**src/rtl/axis_downsizer_arbiter.sv**
```systemverilog
//==============================================================================
// Module      : axis_downsizer_arbiter
// Description : Round-robin burst scheduler feeding one axis_downsizer.
// Revision    : 1.0
//==============================================================================
`default_nettype none

module axis_downsizer_arbiter #(
    parameter int NUM_PORTS        = 4,
    parameter int AXIS_TDATA_WIDTH = 128,
    parameter int CNTR_WIDTH       = 8,
    localparam int SEL_WIDTH       = $clog2(NUM_PORTS)
) (
    input  logic                                  aclk,
    input  logic                                  aresetn,
    input  logic [CNTR_WIDTH-1:0]                 cfg_data,
    input  logic [NUM_PORTS*AXIS_TDATA_WIDTH-1:0] s_axis_tdata,
    input  logic [NUM_PORTS-1:0]                  s_axis_tvalid,
    output logic [NUM_PORTS-1:0]                  s_axis_tready,
    output logic [AXIS_TDATA_WIDTH-1:0]           m_axis_tdata,
    output logic                                  m_axis_tvalid,
    input  logic                                  m_axis_tready,
    output logic [SEL_WIDTH-1:0]                  m_axis_tdest
);

    localparam logic [0:0] ST_IDLE  = 1'b0;
    localparam logic [0:0] ST_GRANT = 1'b1;

    logic [0:0]            state_q, state_d;
    logic [SEL_WIDTH-1:0]  grant_q, grant_d;
    logic [SEL_WIDTH-1:0]  ptr_q,   ptr_d;
    logic [CNTR_WIDTH-1:0] cntr_q,  cntr_d;

    logic                  hit;
    logic [SEL_WIDTH-1:0]  winner;
    logic [SEL_WIDTH-1:0]  cand;
    logic                  handshake;
    logic                  granting;

    // Walk from the highest offset down so the port closest to ptr wins last.
    always_comb begin
        hit    = 1'b0;
        winner = ptr_q;
        cand   = ptr_q;
        for (int i = NUM_PORTS - 1; i >= 0; i--) begin
            cand = SEL_WIDTH'((int'(ptr_q) + i) % NUM_PORTS);
            if (s_axis_tvalid[cand]) begin
                hit    = 1'b1;
                winner = cand;
            end
        end
    end

    assign granting      = aresetn && (state_q == ST_GRANT);
    assign m_axis_tdata  = s_axis_tdata[int'(grant_q)*AXIS_TDATA_WIDTH +: AXIS_TDATA_WIDTH];
    assign m_axis_tvalid = granting && s_axis_tvalid[grant_q];
    assign m_axis_tdest  = grant_q;
    assign handshake     = m_axis_tvalid && m_axis_tready;

    always_comb begin
        s_axis_tready = '0;
        if (granting) begin
            s_axis_tready[grant_q] = m_axis_tready;
        end
    end

    always_comb begin
        state_d = state_q;
        grant_d = grant_q;
        ptr_d   = ptr_q;
        cntr_d  = cntr_q;
        case (state_q)
            ST_IDLE: begin
                if (hit) begin
                    grant_d = winner;
                    cntr_d  = (cfg_data == '0) ? CNTR_WIDTH'(1) : cfg_data;
                    state_d = ST_GRANT;
                end
            end
            ST_GRANT: begin
                if (handshake) begin
                    cntr_d = cntr_q - CNTR_WIDTH'(1);
                    if (cntr_q == CNTR_WIDTH'(1)) begin
                        state_d = ST_IDLE;
                        ptr_d   = (grant_q == SEL_WIDTH'(NUM_PORTS - 1)) ? '0
                                                                        : grant_q + SEL_WIDTH'(1);
                    end
                end
            end
            default: state_d = ST_IDLE;
        endcase
    end

    always_ff @(posedge aclk) begin
        if (!aresetn) begin
            state_q <= ST_IDLE;
            grant_q <= '0;
            ptr_q   <= '0;
            cntr_q  <= '0;
        end else begin
            state_q <= state_d;
            grant_q <= grant_d;
            ptr_q   <= ptr_d;
            cntr_q  <= cntr_d;
        end
    end

endmodule

`default_nettype wire

```
**config.mk**
```make
export PLATFORM = sky130hd
export DESIGN_NAME = axis_downsizer_arbiter
export DESIGN_NICKNAME = d
export VERILOG_FILES = /design/src/rtl/axis_downsizer_arbiter.sv
export SDC_FILE = /design/constraint.sdc
export NUM_CORES = 1
export LEC_CHECK = 0
export ABC_AREA = 1
export BUFFER_PORTS_ARGS = -buffer_cell sky130_fd_sc_hd__buf_2
export CAP_MARGIN = 10
export CORE_AREA = 4 4 252 254
export CTS_CLUSTER_DIAMETER = 40
export DETAILED_ROUTE_END_ITERATION = 16
export DIE_AREA = 0 0 256 258
export GPL_TIMING_DRIVEN = 1
export HOLD_SLACK_MARGIN = 0.03
export MAX_ROUTING_LAYER = met4
export PLACE_DENSITY = 0.32
export SYNTH_ARGS = -nofsm -noshare
export SYNTH_HDL_FRONTEND = slang
export SYNTH_SLANG_ARGS = --single-unit
```
**constraint.sdc**
```tcl
create_clock -name aclk -period 2.25 [get_ports aclk]
set_input_delay 0.5625 -clock aclk [delete_from_list [all_inputs] [get_ports aclk]]
set_output_delay 0.5625 -clock aclk [all_outputs]
set_load 0.02 [all_outputs]
```
# == Word level (Yosys, flattened, before mapping) ==
# Cells that the tools add are included.
# word_totals
register_bits,13
latchBits,0
ramBits,0
romBits,0
in_bits,527
output_inout_bits,135
elab_cells,60
memories,0
# op_classes
addsub,5
n_mul,0
n_div,0
order_cmp,6
eq_ne,4
shifts,1
muxes,30
n_bitwise,2
n_reduce_logical,8
# op_table
operator,count
$shiftx A512 B10 Y128,1
$mux W8,3
$pmux W8 S2,1
$lt A2 B3 Y1 const B,5
$mux W1,13
$bmux W1 S2,5
$mux W2,5
$eq A8 B1 Y1 const B,1
$logic_not A8 Y1,1
$sub A8 B1 Y8 const B,1
$add A2 B1 Y2 const B,2
$add A2 B2 Y2 const B,2
$and A4 B4 Y4,1
$logic_and A1 B1 Y1,4
$mux W4,1
$reduce_and A2 Y1,2
$reduce_and A3 Y1,1
$demux W1 S2,1
$eq A2 B2 Y1 const B,1
$ge A2 B1 Y1 const B,1
$ne A2 B1 Y1 const B,1
$ne A2 B2 Y1 const B,1
$pmux W1 S2,1
$not A1 Y1,1

# == Logic depth before layout (Yosys ltp) ==
# depth
word_depth,9
mapped_depth,13
mapped_depth_nobuf,12

# == Least setup slack after synthesis ==
# No wires, ideal clock.
# synth_timing
path_kind,register -> output
from,reg grant_q[0] (netlist: m_axis_tdest[0])
to,out m_axis_tdata[0]
arrival_ns,1.646
required_time_ns,1.688
slack_ns,0.042
stages_incl_launch_ff,7
cell_sequence,dfxtp_1 > buf_6 > buf_6 > buf_4 > clkbuf_1 > nor2_1 > o22ai_1
# synth_via
elab_chain_cells,1
# synth_lines
element,line_no,text
"start, declared",30,"logic [SEL_WIDTH-1:0] grant_q, grant_d;"
"start signal, assigned",102,grant_q <= grant_d;
$shiftx A512 B10 Y128,55,assign m_axis_tdata = s_axis_tdata[int'(grant_q)*AXIS_TDATA_WIDTH +: AXIS_TDATA_WIDTH];
"end, declared",20,"output logic [AXIS_TDATA_WIDTH-1:0] m_axis_tdata,"
# No other way between the ends.

# == Final worst setup path ==
# layout_timing
from,reg grant_q[0] (netlist: m_axis_tdest[0])
to,out m_axis_tdata[38]
# The elaborated chain is that of the path after synthesis.

==> results.cfg <==
[outcome]
status = finished, final reports clean

[synthesis]
synth_top_cell_by_area = o21ai_0
synthDistinctLibCells = 33
yosysWarnings = 0
synth_area_um2 = 4701
ys_seq_elements = 13
synth_area_leaders = o21ai_0 28%, nor2_1 22%, o22ai_1 17%
syn-num-nets = 1463
syn_area_per_cell_um2 = 5.055
synth_cells = 930
synth_top_area_frac = 0.2800
ys_seq_area_frac = 0.05536

[grt]
first_global_vias = 9312
grt_usage = 0.1302
grt_max_degree = 65
grt.overflow.total = 0
grt_antenna_before_repair = 29
grt_pass1_wl_um = 63360

[detailed_routing]
routed_wl_um = 46980
ant_nets = 0
drc_errors = 0
firstDrtPassIters = 5
dr.first_iter.drc_count = 497
routedWlPerCell_um = 19.80
num_vias = 9417
vias_per_cell = 3.968

[clock_tree]
clock_latency_ns = 0.25
hold_buffers = 0
root_buffer = clkbuf_16
cts_buffers = 3
clock_path_buffers = 2
clock_sinks = 13
cts.reportedPaths.clkPinSlew_ns = 0.05
cts_tree = built
htree_levels = 1

[setup_path]
reg2reg_depth = 11
path_max_fanout = 18
reg2reg_slack_ns = 0.42
r2r_end = m_axis_tdest[1]$_SDFFE_PN0P_
r2r_start = ptr_q[0]$_SDFFE_PN0P_
critPathBufInv = 4
critical_path_class = flip-flop to output port
crit_start = m_axis_tdest[0]$_SDFFE_PN0P_
crit_path_frequent_cell = clkbuf_16
crit_family = buffers and inverters
end_kind = output port
crit_required_ns = 1.69
crit_path_top_delay_cell = dfxtp_4
max_stage_delay_ns = 0.47
worst_setup_path_start_kind = flip-flop
path_cells = buf_4 > clkbuf_16 > clkbuf_16 > o21ai_0 > o22ai_1 > buf_2
arrival_ns = 1.67

[placed_design]
post-place-ws_ns = 0.1763
placement.io_buffers = 661
post-dp-hpwl_um = 37830
place_area_um2 = 9146
gp_congestion = 0.9045

[floorplan]
rows = 91
core-area_um2 = 61260
dieArea_um2 = 66050
die_w_um = 256
pin_count = 662
die_h_um = 258
initial_utilization = 0.07674

[timing]
fin_skew_ns = 0.005154
hold_viol = 0
layout_setup_ws_ns = 0.01821
setup_viol = 0
post-route-period-util = 0.9919
slew_viol_final = 0
tightestPinTransition_ns = 0.5192
grt_setup_unrepaired = yes
slew_headroom = 0.6534
timing.final.crit_period_ns = 2.232
fmax_ghz = 0.4481
hold-worst-slack_ns = 0.4951

[finish]
layout.nets = 2106
finish.instance_area_um2 = 9926
drive_gt1_frac = 0.4962
synthToLayoutAreaGrowth_pct = 111.2

[power]
power.static_leakage_uw = 0.004890
p_per_area_nw_per_um2 = 508.9
ir_worst_vdd_mv = 0.1846

[hold_path]
hp-class = flip-flop to flip-flop
whs_endpoint = cntr_q[1]$_SDFFE_PN0P_
min_delay_path_depth = 2
hold_path_startpoint = cntr_q[1]$_SDFFE_PN0P_

[run]
drv_cap = 0
[layout make-up]
cell class / count / area [um^2]
inverters: 28 / 130.1
repair buffers: 727 / 4466
diodes: 11 / 27.53
well taps: 790 / 988.4
clock buffers: 4 / 78.83
fillers: 7226 / 51330
flip-flops and latches: 13 / 267.8
multi-input cells: 800 / 3968
[logic make-up (layout without fill, tap and decap cells)]
| group | after synthesis | count (layout) | share of synthesized area |
|---|---|---|---|
| compound gates | 409 | 409 | 0.4788 |
| xor+xnor | 1 | 1 | 0.001864 |
| fa+ha+maj | 6 | 6 | 0.01597 |
| buf+inv | 117 | 759 | 0.1105 |
| flops | 13 | 13 | 0.05536 |
| other cells | 0 | 11 | 0 |
| simple gates | 384 | 384 | 0.3375 |
[report_power, final]
part           internal (uW)  switching [uW]
sequential               269            46.0
combinational           1800            2580
clock                    241             120
total                   2310            2750
[through the flow]
stage            util  setup TNS (ns)  cells  total power (uW)
5_1_grt        0.1620          -1.676   2372              5454
3_5_place_dp   0.1493               0   2340              4218
2_1_floorplan       -               0    930              2462
3_3_place_gp   0.1493               0   2340              4240
4_1_cts        0.1541         -0.1206   2350              4790
6_report       0.1620               0   2373              5051
[worst min-delay path, stage by stage (launching register included)]
cell,delay [ns]
dfxtp_1,0.31
nor2_2,0.10
nor2_1,0.04
[state kept, by name, indices dropped and copies added (netlist names)]
register      count
m_axis_tdest      2
ptr_q             2
cntr_q            8
state_q           1
[layout by cell type (no fill, tap or decap), drive strengths merged]
cell    count
dfxtp      13
inv        28
o21ai     268
nand2      73
o22ai     128
nor2      286
clkbuf      9
nor3        1
buf       721
o211ai      2
a21oi      10
o211a       1
nand4       2
xor2        1
ha          6
nand3      21
and2        1
diode      11
bufbuf      1
[cell usage after synthesis]
library cell,instances
nor2_4,1
nand3_1,20
inv_1,22
o21ai_0,263
xor2_1,1
nand2_4,6
nand4_1,2
nand2_2,14
nand3_4,1
o21ai_1,5
o211a_1,1
o211ai_2,1
ha_1,6
clkbuf_1,63
o22ai_1,128
a21oi_1,8
buf_1,1
nor2_2,4
and2_1,1
a21oi_2,1
buf_8,1
a21oi_4,1
inv_8,1
nor3_1,1
nor2_1,281
nand2_1,53
o211ai_4,1
inv_2,4
buf_2,17
buf_4,4
inv_4,1
dfxtp_1,13
buf_6,3
[repair_timing]
| action | 4_1_cts | 5_1_grt |
|---|---|---|
| gates resized for setup | 36 | 129 |
| setup endpoints to repair | 71 | 97 |
| hold endpoints to repair | 0 | 0 |
| cloned | 3 | 5 |
| pin swaps | 1 | 13 |
| buffers inserted | 3 | 7 |
[how the worst max path moves through the flow]
stage	depth (start not counted)	slack (ns)	to
4_1_cts	6	-0.03	m_axis_tdata[19]
6_report	6	0.02	m_axis_tdata[38]
3_5_place_dp	5	0.18	m_axis_tdata[22]
3_3_place_gp	5	0.21	m_axis_tdata[22]
5_1_grt	5	-0.09	m_axis_tdata[3]
2_1_floorplan	6	0.04	m_axis_tdata[0]
[per-layer routing]
metal / wire length, um / vias up / global-route usage
met5: 0 / - / -
li1: - / 4572 / -
met2: 23410 / 473 / 0.2271
met1: 19380 / 4300 / 0.1518
met4: 1047 / 0 / 0.02545
met3: 3141 / 72 / 0.03423
No activity file was read; power rests on OpenSTA's default activity.
